[config.mk]
export PLATFORM = sky130hd
export DESIGN_NAME = motion_compensation
export DESIGN_NICKNAME = d
export VERILOG_FILES = /design/src/rtl/mc_pkg.sv /design/src/rtl/mc_residual_lane.sv /design/src/rtl/motion_compensation.sv
export SDC_FILE = /design/constraint.sdc
export NUM_CORES = 1
export LEC_CHECK = 0
export BUFFER_PORTS_ARGS = -buffer_cell sky130_fd_sc_hd__clkbuf_2
export CAP_MARGIN = 20
export CORE_UTILIZATION = 57
export CTS_CLUSTER_SIZE = 12
export DETAILED_ROUTE_END_ITERATION = 10
export MAX_ROUTING_LAYER = met4
export PLACE_DENSITY_LB_ADDON = 0.08
export SYNTH_ARGS = -nofsm -noshare
export SYNTH_HDL_FRONTEND = slang
export SYNTH_SLANG_ARGS = --single-unit
[constraint.sdc]
create_clock -name clk -period 6.4 [get_ports clk]
set_clock_uncertainty 0.15 [all_clocks]
set_input_delay 0.32 -clock clk [delete_from_list [all_inputs] [get_ports clk]]
set_output_delay 0.32 -clock clk [all_outputs]
set_load 0.05 [all_outputs]
[src/rtl/mc_pkg.sv]
// Shared types and constants for the motion-compensation residual block.
// The MC_SAT_EN build uses sat_limit() to clamp each lane to the signed pixel range.
package mc_pkg;

  localparam int MB_SIZE_DEF     = 4;
  localparam int PIXEL_WIDTH_DEF = 8;

  typedef enum logic [1:0] {
    IDLE = 2'd0,
    CALC = 2'd1,
    OUT  = 2'd2
  } mc_state_e;

  // Signed bound of a w-bit lane: upper (2^(w-1)-1) or lower (-2^(w-1)).
  function automatic int sat_limit(input int w, input bit lower);
    return lower ? -(2 ** (w - 1)) : (2 ** (w - 1)) - 1;
  endfunction

endpackage

[src/rtl/mc_residual_lane.sv]
// Single-lane residual: curr_px - ref_px, wrapping by default.
// With MC_SAT_EN defined the difference is clamped to the signed pixel range instead.
module mc_residual_lane
  import mc_pkg::*;
#(
  parameter int PIXEL_WIDTH = PIXEL_WIDTH_DEF
) (
  input  logic [PIXEL_WIDTH-1:0] curr_px,
  input  logic [PIXEL_WIDTH-1:0] ref_px,
  output logic [PIXEL_WIDTH-1:0] res_px
);

`ifdef MC_SAT_EN
  localparam logic signed [PIXEL_WIDTH:0] SAT_HI = (PIXEL_WIDTH + 1)'(sat_limit(PIXEL_WIDTH, 1'b0));
  localparam logic signed [PIXEL_WIDTH:0] SAT_LO = (PIXEL_WIDTH + 1)'(sat_limit(PIXEL_WIDTH, 1'b1));

  logic signed [PIXEL_WIDTH:0] diff;

  always_comb begin
    diff = $signed({1'b0, curr_px}) - $signed({1'b0, ref_px});
    if (diff > SAT_HI) begin
      res_px = SAT_HI[PIXEL_WIDTH-1:0];
    end else if (diff < SAT_LO) begin
      res_px = SAT_LO[PIXEL_WIDTH-1:0];
    end else begin
      res_px = diff[PIXEL_WIDTH-1:0];
    end
  end
`else
  assign res_px = curr_px - ref_px;
`endif

endmodule

[src/rtl/motion_compensation.sv]
// Per-pixel residual (current - reference) for one packed block, IDLE/CALC/OUT controller.
// Optional MC_SAT_EN macro selects saturating lanes instead of modulo wrap.
module motion_compensation
  import mc_pkg::*;
#(
  parameter int MB_SIZE     = MB_SIZE_DEF,
  parameter int PIXEL_WIDTH = PIXEL_WIDTH_DEF
) (
  input  logic                           clk,
  input  logic                           reset,
  input  logic [PIXEL_WIDTH*MB_SIZE-1:0] ref_frame,
  input  logic [PIXEL_WIDTH*MB_SIZE-1:0] curr_mb,
  input  logic                           src_valid,
  output logic                           src_ready,
  output logic                           dst_valid,
  input  logic                           dst_ready,
  output logic [PIXEL_WIDTH*MB_SIZE-1:0] residual,
  output logic [1:0]                     state_dbg
);

  localparam int BW = PIXEL_WIDTH * MB_SIZE;

  // Handshake: a transfer happens on a rising edge where valid and ready are both high.
  // src_ready is high only in IDLE (and low during reset); dst_valid is high only in OUT
  // and falls solely after an edge with dst_ready high. residual is stable while dst_valid.

  mc_state_e     state, state_next;
  logic [BW-1:0] ref_lat, curr_lat, res_next;

  assign state_dbg = state;

  for (genvar i = 0; i < MB_SIZE; i++) begin : g_lane
    mc_residual_lane #(.PIXEL_WIDTH(PIXEL_WIDTH)) u_lane (
      .curr_px(curr_lat[i*PIXEL_WIDTH +: PIXEL_WIDTH]),
      .ref_px (ref_lat[i*PIXEL_WIDTH +: PIXEL_WIDTH]),
      .res_px (res_next[i*PIXEL_WIDTH +: PIXEL_WIDTH])
    );
  end

  always_ff @(posedge clk or posedge reset) begin
    if (reset) begin
      state <= IDLE;
    end else begin
      state <= state_next;
    end
  end

  always_comb begin
    state_next = state;
    src_ready  = 1'b0;
    dst_valid  = 1'b0;
    case (state)
      IDLE: begin
        src_ready = !reset;
        if (src_valid) state_next = CALC;
      end
      CALC: state_next = OUT;
      OUT: begin
        dst_valid = 1'b1;
        if (dst_ready) state_next = IDLE;
      end
      default: state_next = IDLE;
    endcase
  end

  always_ff @(posedge clk or posedge reset) begin
    if (reset) begin
      ref_lat  <= '0;
      curr_lat <= '0;
      residual <= '0;
    end else begin
      if (state == IDLE && src_valid) begin
        ref_lat  <= ref_frame;
        curr_lat <= curr_mb;
      end
      // residual is only rewritten in CALC, so it persists after the output handshake.
      if (state == CALC) residual <= res_next;
    end
  end

endmodule

### Word level (Yosys, flattened, before mapping)

Cells that the tools add are included.

* register bits: 98
* output and inout bits: 36

* $add $sub $neg: 4
* equality and inequality tests: 4
* muxes and demuxes: 5
* reduce and logical (&&, ||, !) cells: 4

Operators with widths (count)
* 8-bit subtractor: 4
* 2-bit case mux with 3 select lines: 1
* 2-bit 2-to-1 mux: 2
* 2-bit inequality test (second input constant): 2
* 2-bit by 1-bit equality test with 1-bit output (second input constant): 1
* 2-bit equality test (second input constant): 1
* 2-bit logical NOT: 1
* 1-bit 2-to-1 mux: 2
* 2-bit AND reduction: 1
* 1-bit logical AND: 1
* 1-bit logical NOT: 1

### Logic depth before layout (Yosys ltp)

Gate-level depths: netlist (run 1).

* word-level depth: 3
* gate-level depth with buffers: 8

### Modules after synthesis

From an unflattened synthesis (run 1), not the netlist that was laid out.

* cells, all modules: 389
* area, all modules: 5003.5 sq um

Modules (own cells, without submodules)
* motion_compensation: instances 1, cells an instance 212, area each 3683.5 sq um, seq. area each 2452.4 sq um
* mc_residual_lane at g_lane[1].u_lane ...: instances 2, cells an instance 43, area each 330.3 sq um, seq. area each 0.0 sq um
* mc_residual_lane at g_lane[2].u_lane: instances 1, cells an instance 43, area each 331.6 sq um, seq. area each 0.0 sq um
* mc_residual_lane at g_lane[0].u_lane: instances 1, cells an instance 48, area each 327.8 sq um, seq. area each 0.0 sq um

### Worst setup path after synthesis (run 1)

Ideal clock, no wire load.

* kind: reg-to-output
* start point: reg state[0], in the netlist state_dbg[0]
* end point: out src_ready
* arrival: 1782 ps
* slack: 4148 ps
* cell stages (with the launch flop): 2
* path through: dfrtp_1 -> nor3_1

* word-level cells in the longest chain between the ends: 2

Ends and longest elaborated chain
* start: declaration: line motion_compensation.sv:27 `mc_state_e state, state_next;`
* start signal: assignment: line motion_compensation.sv:44 `state <= state_next;`
* 2-bit logical NOT: line motion_compensation.sv:52 `case (state)`
* 1-bit 2-to-1 mux: line motion_compensation.sv:52
* end: declaration: line motion_compensation.sv:14 `output logic src_ready,`

No other way between the ends.

### Worst setup path in the final report (run 1)

* start point: reg state[0], in the netlist state_dbg[0]
* end point: reg curr_lat[21]

* word-level cells in the longest chain between the ends: 2

Ends and longest elaborated chain
* 2-bit logical NOT: line motion_compensation.sv:72 `if (state == IDLE && src_valid) begin`
* 1-bit logical AND: line motion_compensation.sv:72
* end signal: assignment: line motion_compensation.sv:74 `curr_lat <= curr_mb;`
* end: declaration: line motion_compensation.sv:28 `logic [BW-1:0] ref_lat, curr_lat, res_next;`

No other way between the ends.
A chain may end at the register's enable or synchronous reset.

==> results of run 1 <==
==> cell usage after synthesis, drive strengths merged <==
| cell type | n |
|---|---|
| a21oi | 8 |
| inv | 34 |
| nand2b | 14 |
| o2111ai | 4 |
| nor2b | 1 |
| nor4b | 2 |
| buf | 19 |
| nand3b | 4 |
| or4b | 4 |
| or4 | 4 |
| o21bai | 4 |
| dfrtp | 98 |
| o21ai | 53 |
| or3 | 4 |
| nor4 | 4 |
| clkbuf | 2 |
| a221oi | 3 |
| a211oi | 21 |
| a21o | 4 |
| ha | 28 |
| xnor2 | 4 |
| nand2 | 68 |
| nor2 | 12 |
| nand3 | 8 |
| fa | 4 |
| a31oi | 4 |
| mux2 | 36 |
| o31ai | 8 |
| nand4 | 4 |
| xor2 | 4 |
| nor3 | 7 |
| nor3b | 17 |
==> stage by stage <==
| stage | area [um2] | hold slack, ps | util | std cells | setup WS (ps) |
|---|---|---|---|---|---|
| floorplan | 5080 | 278 | - | 491 | 3370 |
| global placement | 5640 | 99.1 | 0.650 | 684 | 4050 |
| detailed placement | 5640 | 100 | 0.650 | 684 | 3980 |
| CTS | 5860 | 0.0513 | 0.675 | 702 | 3950 |
| global route | 5890 | 10.4 | 0.678 | 703 | 3750 |
| finish | 5890 | 8.50 | 0.678 | 703 | 3970 |
==> tightest hold or removal path, stage by stage <==
cell      delay, ps
clkbuf_2         70
nand2_1          30
o21ai_0          50
==> kinds of logic after synthesis <==
| kind of cell | count (synthesis) | share of synthesized area |
|---|---|---|
| compound gates | 109 | 0.132 |
| xor+xnor | 8 | 0.0138 |
| fa+ha+maj | 32 | 0.0848 |
| buf+inv | 55 | 0.0490 |
| flops | 98 | 0.483 |
| mux | 36 | 0.0798 |
| simple gates | 153 | 0.158 |
==> layer usage <==
layer,up-vias,track usage,routed length [um]
li1,1933,-,-
met5,-,-,0
met2,72,0.373,4800
met3,16,0.0321,359
met1,1854,0.307,4660
met4,0,0.0735,157
==> how the worst min path moves through the flow <==
stage | start | to | cells after the start
global route | ref_frame[26] | ref_lat[26] | 3
CTS | ref_frame[11] | ref_lat[11] | 3
finish | ref_frame[11] | ref_lat[11] | 3
global placement | reset | state_dbg[1] | 2
floorplan | dst_ready | state_dbg[1] | 1
detailed placement | reset | state_dbg[1] | 2
==> power breakdown <==
part / internal (mW) / total [mW] / switching [mW]
Clock: 0.183 / 0.403 / 0.220
Sequential: 0.930 / 1.09 / 0.162
Combinational: 0.748 / 2.07 / 1.32
==> sequential cells by signal, indices dropped and copies added (netlist names) <==
name / cells
residual: 32
state_dbg: 2
curr_lat: 32
ref_lat: 32
==> layout make-up <==
type,instances,share of cell area
repair buffers,110,0.101
clock buffers,10,0.0217
inverters,34,0.0221
flip-flops and latches,98,0.416
multi-input cells,338,0.405
clock inverters,5,0.0108
well taps,108,0.0229
==> run summary, run 1 <==
# DRC - 0
Yosys top cell area share - 0.483
post-detail-place hpwl - 6840 um
CP startpoint - state_dbg[0]
most frequent cells in the layout - clkbuf_2 (103), dfrtp_1 (98), nand2_1 (68), o21ai_0 (49), inv_1 (33)
FF/Latch Area - 2450 um2
Nets - 691
period utilisation layout - 0.379
gr usage total - 0.232
critical path class - reg -> reg
Setup crit end - curr_lat[21]
MaxCap Viol Count - 0
Max stage delay on crit path - 700 ps
grt total ovfl - 0
post-CTS setup buffers - 0
outcome - complete, no violations
setup TNS - 0 ps
commonest non-fill, non-tap cell in the layout - clkbuf_2
I/O Buffers - 103
max-slew violations - 0
CP Launch Type - flop
Inserted Diodes - 0
Reg-to-Reg End - curr_lat[21]
I/O Pins - 104
clock sink count - 98
DRT Pass-1 Iters - 4
Finish-stage setup viols - 0
Synth area leader - dfrtp_1
Via Count - 3,875
pwr dens - 605 nW/um2
clock-pin transition on the worst setup and hold timing paths - 100 ps
fillcell total - 712
DR iter-0 viols - 148
CP arrival - 2520 ps
flop2flop setup slack - 3970 ps
vias in the first global route - 3,487
worst skew pair latency - 360 ps
Worst Path Required - 6490 ps
post-synthesis cell count - 491
Worst Path Max Fanout - 81
syn_area_per_cell - 10.3 um2
largest net degree at the start of global routing - 86
number of synthesized register bits - 98
chip height - 96.4 um
Slew headroom - 0.418
Avg WL per Cell - 14.2 um
Mapped Area - 5080 um2
Cell Rows - 34
cells resized by post-CTS repair - 0
Crit. End Element - flop
Hold Fails Final Rpt - 0
Lkg Pwr - 2.75 nW
Yosys warnings - 0
worst slew pin tran - 873 ps
family with the most delay on the worst path - buffers and inverters
area of the multi-input gates - 2380 um2
syn_nets - 591
CTS tree - done
Final ANT Viol Nets - 0
RePlAce Congestion - 0.839
synth unique cells - 38
reg2reg start - state_dbg[0]
WP buf/inv - 1
Peak VDD IR - 0.288 mV
die area - 9290 um2
die width - 96.4 um
effective utilization at floorplan - 0.585
clk root buf - clkbuf_8
sequential share of the synthesized area - 0.483
synth-to-layout area growth - 15.9%
final WL - 9980 um
largest cells by area after synthesis - dfrtp_1 (48%), ha_1 (6.9%), mux2_2 (5.8%), nand2_1 (5.0%), o21ai_0 (4.8%)
wire length of the first global-routing pass - 16,100 um
routed vias/inst - 5.51
core area - 8680 um2
worst-path cell chain - nor3b_4 -> buf_4 -> mux2_2
RSZ-0062 raised after global routing - false
min Tclk post-route - 2430 ps
H-tree Lvls - 3
# hold bufs at CTS - 3
TritonCTS buffer count - 9
slowest CP cell - buf_4
cell count of the worst reg-to-reg path - 3
Fmax - 0.412 GHz
CTS Buffer Depth - 2
Crit. path cell count - 3
Total Power - 3.56 mW
initial antenna violation count - 0
share of layout cells above drive strength 1 - 0.252
Hold WC Path Type - in -> reg
(Power assumes the default switching activity.)
==> run 2: changes to the inputs <==
Settings changed: CORE_UTILIZATION 57 to 50.
Clock period 6.4 ns to 2.1 ns, I/O delays scaled along.
==> run summary, run 2 (synthesis gave the netlist of run 1 again) <==
setup TNS - 0 ps (unchanged)
post-CTS setup buffers - 0 (unchanged)
Hold Path End - state_dbg[0]
Nets - 757 (+9.6%)
worst skew pair latency - 360 ps (about the same)
MaxCap Viol Count - 0 (unchanged)
clk root buf - clkbuf_8
flop2flop setup slack - 100 ps (-3870 ps)
core area - 9820 um2 (+13%)
die area - 10,600 um2 (+14%)
DRT Pass-1 Iters - 4 (unchanged)
slowest CP cell - fa_1
Setup WS pre-CTS - 68.6 ps (-3910 ps)
TritonCTS buffer count - 9 (unchanged)
CTS tree - done
Cell Rows - 36 (+5.9%)
synth-to-layout area growth - 30.8%
most frequent cells in the layout - clkbuf_2 (103), dfrtp_1 (98), nand2_1 (68), dlygate4sd3_1 (66), o21ai_0 (49)
Via Count - 4,130 (+6.6%)
Slew headroom - 0.654 (+0.236)
Peak VDD IR - 0.791 mV (+170%)
top flop regs - curr_lat: 32 flops, ref_lat: 32 flops, residual: 32 flops
post-detail-place hpwl - 7220 um (+5.6%)
Fmax - 0.499 GHz (+21%)
grt total ovfl - 0 (unchanged)
initial antenna violation count - 0 (unchanged)
cell count of the worst reg-to-reg path - 8 (+5)
Avg WL per Cell - 13.5 um (-4.6%)
Worst Path Max Fanout - 3 (-96%)
Crit. End Element - flop
vias in the first global route - 3,861 (+11%)
fillcell total - 808 (+13%)
Lkg Pwr - 3.05 nW (+11%)
pwr dens - 1690 nW/um2 (+180%)
CP arrival - 2150 ps (-370 ps)
worst slew pin tran - 519 ps (-355 ps)
Reg-to-Reg End - residual[22]
gr usage total - 0.225 (-0.00725)
clock sink count - 98 (unchanged)
DR iter-0 viols - 76 (-49%)
critical path class - reg -> reg
share of layout cells above drive strength 1 - 0.239 (-0.0134)
hold path depth - 3 (unchanged)
largest net degree at the start of global routing - 99 (+15%)
Finish-stage setup viols - 0 (unchanged)
Final ANT Viol Nets - 0 (unchanged)
placed cells - 713 (+4.2%)
I/O Pins - 104 (unchanged)
Max stage delay on crit path - 420 ps (-280 ps)
CTS Buffer Depth - 2 (unchanged)
RSZ-0062 raised after global routing - true
chip height - 103 um (+6.6%)
clock-pin transition on the worst setup and hold timing paths - 90 ps (about the same)
min Tclk post-route - 2000 ps (-426 ps)
Worst Path Required - 2250 ps (-4240 ps)
wire length of the first global-routing pass - 17,800 um (+11%)
worst-path cell chain - inv_1 -> ha_1 -> inv_1 -> fa_1 -> a211oi_2 -> nor2_1 -> or3_1 -> nand3_1
final setup margin - 97.9 ps (-3870 ps)
reg2reg start - curr_lat[16]
I/O Buffers - 103 (unchanged)
max-slew violations - 0 (unchanged)
hold path startpoint - src_valid
Hold Fails Final Rpt - 0 (unchanged)
CP Launch Type - flop
Inserted Diodes - 0 (unchanged)
most used cell along the critical path - inv_1
effective utilization at floorplan - 0.517 (-0.0680)
post-route insts no fill - 795 (+13%)
RePlAce Congestion - 0.810 (-3.4%)
commonest non-fill, non-tap cell in the layout - clkbuf_2
period utilisation layout - 0.953 (+0.574)
final WL - 10,800 um (+7.9%)
die width - 103 um (+6.6%)
routed vias/inst - 5.19 (-5.8%)
# DRC - 0 (unchanged)
outcome - complete, no violations
Hold WC Path Type - in -> reg
H-tree Lvls - 3 (unchanged)
## run 2: cell types whose count changed in the layout (fill, tap and decap cells not counted)
cell           before  now
a211oi_1           21   18
a211oi_2            0    3
buf_12              0    5
buf_16              1    0
buf_4               3    2
clkbuf_1            1    3
clkbuf_8            9   11
clkinv_2            0    1
clkinv_4            1    0
dlygate4sd3_1       3   66
fa_1                4    1
fa_2                0    3
inv_4               1    0
inv_6               2    0
## run 2: layout make-up
| cell class | count | area, um2 | area share |
|---|---|---|---|
| sequential | 98 | 2450 | 0.369 |
| timing repair buffer | 176 | 1290 | 0.194 |
| clock inverter | 2 | 35.0 | 0.00527 |
| multi-input combinational | 338 | 2410 | 0.362 |
| tap | 133 | 166 | 0.0250 |
| clock buffer | 14 | 163 | 0.0245 |
| inverter | 34 | 131 | 0.0198 |
## run 2: power breakdown
part | total [mW] | switching [mW] | internal [mW]
Sequential | 3.35 | 0.518 | 2.84
Combinational | 6.63 | 4.11 | 2.51
Clock | 1.24 | 0.627 | 0.617
## run 2: worst max path at each step
stage	start	end	slack (ps)	cells after the start
2_1_floorplan	state_dbg[0]	src_ready	60	1
4_1_cts	curr_lat[24]	residual[30]	50	8
6_report	curr_lat[16]	residual[22]	100	8
5_1_grt	curr_lat[24]	residual[30]	-30	8
3_3_place_gp	curr_lat[24]	residual[30]	100	8
3_5_place_dp	curr_lat[24]	residual[30]	70	8
## run 2: repair_timing
| item | 4_1_cts | 5_1_grt |
|---|---|---|
| gates resized for setup | 0 | 6 |
| endpoints found under the setup margin | 0 | 4 |
| endpoints found under the hold margin | 163 | 0 |
| hold buffers | 66 | 0 |
## run 2: worst max-delay path, delay by kind of cell (launching register included)
family	cells	cell delay, ps
DFF	1	370
and+or+nand+nor	3	520
buffers and inverters	2	110
adders and majority gates	2	580
AOI/OAI and AO/OA	1	200
## run 2: stage by stage
step	instance area [um2]	hold WS, ps	total power, mW	util
2_1_floorplan	5080	62.9	8.39	-
3_3_place_gp	5760	151	9.68	0.587
3_5_place_dp	5760	155	9.85	0.587
4_1_cts	6620	91.3	11.2	0.674
5_1_grt	6650	115	12.2	0.677
6_report	6650	96.0	11.2	0.677
## run 2: per-layer routing
layer	vias to the layer above	track usage	share of wire
met2	69	0.367	0.49
met4	0	0.0813	0.016
met1	1986	0.287	0.46
met3	12	0.0292	0.029
met5	-	-	0
li1	2063	-	-
==> run 3: changes to the inputs <==
Settings changed: CTS_BUF_LIST set to sky130_fd_sc_hd__clkbuf_16.
==> run summary, run 3 (synthesis gave the netlist of run 1 again) <==
outcome - complete, no violations
Inserted Diodes - 0 (unchanged)
Fmax - 0.501 GHz (+0.31%)
synth-to-layout area growth - 32.5%
gr usage total - 0.227 (+0.00196)
Via Count - 4,118 (-0.29%)
pwr dens - 1720 nW/um2 (+1.9%)
initial antenna violation count - 0 (unchanged)
critical path class - reg -> reg
vias in the first global route - 3,866 (+0.13%)
share of layout cells above drive strength 1 - 0.237 (-0.00151)
grt total ovfl - 0 (unchanged)
DRT Pass-1 Iters - 4 (unchanged)
Worst Path Max Fanout - 3 (unchanged)
final WL - 10,800 um (+0.48%)
Crit. End Element - flop
min Tclk post-route - 2000 ps (-6.15 ps)
worst skew pair latency - 340 ps (-20 ps)
CTS Buffer Depth - 2 (unchanged)
most frequent cells in the layout - clkbuf_2 (103), dfrtp_1 (98), nand2_1 (68), dlygate4sd3_1 (66), o21ai_0 (49)
core area - 9820 um2 (unchanged)
dpl cell area - 5760 um2 (unchanged)
clock sink count - 98 (unchanged)
slowest CP cell - fa_1
worst-path cell chain - inv_1 -> ha_1 -> inv_1 -> fa_1 -> a211oi_2 -> nor2_1 -> or3_1 -> nand3_1
worst hold slack - 124 ps (+28.4 ps)
TritonCTS buffer count - 9 (unchanged)
commonest non-fill, non-tap cell in the layout - clkbuf_2
Finish-stage setup viols - 0 (unchanged)
DR iter-0 viols - 64 (-16%)
Slew headroom - 0.648 (-0.00632)
clock-pin transition on the worst setup and hold timing paths - 60 ps (-30 ps)
worst slew pin tran - 528 ps (+9.48 ps)
FF/Latch Area - 2450 um2 (unchanged)
I/O Buffers - 103 (unchanged)
clk root buf - clkbuf_16
chip height - 103 um (unchanged)
Hold WC Path Type - in -> reg
wire length of the first global-routing pass - 17,900 um (+0.35%)
area of the multi-input gates - 2410 um2 (+0.21%)
Peak VDD IR - 0.800 mV (+1.1%)
Nets - 757 (unchanged)
MaxCap Viol Count - 0 (unchanged)
effective utilization at floorplan - 0.517 (unchanged)
most used cell along the critical path - inv_1
Max stage delay on crit path - 420 ps (about the same)
Lkg Pwr - 3.10 nW (+1.6%)
Final ANT Viol Nets - 0 (unchanged)
CP Launch Type - flop
post-detail-place hpwl - 7220 um (unchanged)
routed vias/inst - 5.18 (-0.29%)
CTS tree - done
Avg WL per Cell - 13.6 um (+0.48%)
die area - 10,600 um2 (unchanged)
post-CTS setup buffers - 0 (unchanged)
Final Cell Area - 6730 um2 (+1.3%)
period utilisation layout - 0.950 (-0.00293)
Worst Path Required - 2230 ps (-20 ps)
CP arrival - 2120 ps (-30 ps)
die width - 103 um (unchanged)
I/O Pins - 104 (unchanged)
max-slew violations - 0 (unchanged)
Hold Fails Final Rpt - 0 (unchanged)
# DRC - 0 (unchanged)
H-tree Lvls - 3 (unchanged)
fillcell total - 787 (-2.6%)
RePlAce Congestion - 0.810 (unchanged)
top flop regs - curr_lat: 32 flops, ref_lat: 32 flops, residual: 32 flops
largest net degree at the start of global routing - 99 (unchanged)
Cell Rows - 36 (unchanged)
-- run 3: cell count changes in the layout (fill, tap and decap cells not counted) --
cell and change:
clkinv_1 +2, a211oi_2 +1, clkbuf_8 -11, clkbuf_1 -3
a211oi_1 -1, inv_1 +3, clkbuf_16 +9
-- run 3: worst paths after layout --
check | from | end | slack [ps] | cells past startpoint
worst min-delay path | src_valid | state_dbg[0] | 120 | 3
min in group asynchronous | reset | residual[0] | 330 | 4
worst max-delay path | curr_lat[16] | residual[22] | 100 | 8
max in group asynchronous | reset | residual[17] | 1060 | 4
worst max register to register | curr_lat[16] | residual[22] | 100 | 8
worst min register to register | residual[24] | residual[24] | 330 | 2
-- run 3: critical path: cells and delay by family, from the launching register on --
family	cells	cell delay [ps]
fa+ha+maj	2	580
simple gates	3	520
flops	1	360
compound gates	1	200
buf+inv	2	120
-- run 3: report_power, final --
group          total, mW  switching [mW]  internal, mW
Sequential          3.36           0.516          2.84
Combinational       6.65            4.13          2.52
Clock               1.58           0.677         0.901
-- run 3: per-layer routing --
layer  vias up  track usage  share of wire
li1       2073            -              -
met3        12       0.0312          0.026
met5         -            -              0
met1      1972        0.288           0.47
met4         0       0.0878          0.016
met2        61        0.368           0.49
-- run 3: metrics by stage --
stage	TNS [ps]	utilization	total power, mW	setup slack [ps]	instances
finish	0	0.686	11.6	104	795
global route	-18.7	0.686	12.6	-18.7	795
CTS	0	0.683	11.6	39.6	795
detailed placement	0	0.587	9.85	68.6	713
global placement	0	0.587	9.68	104	713
floorplan	0	-	8.39	62.6	491
-- run 3: timing repair --
| item | in CTS | in global routing |
|---|---|---|
| hold endpoints to repair | 163 | 0 |
| gates resized for setup | 0 | 7 |
| endpoints found under the setup margin | 0 | 4 |
| hold buffers | 66 | 0 |
-- run 3: area by class of cell --
type | count | area share
sequential | 98 | 0.364
multi-input combinational | 338 | 0.358
timing repair buffer | 176 | 0.192
clock buffer | 9 | 0.0335
tap | 133 | 0.0247
inverter | 34 | 0.0195
clock inverter | 7 | 0.00799
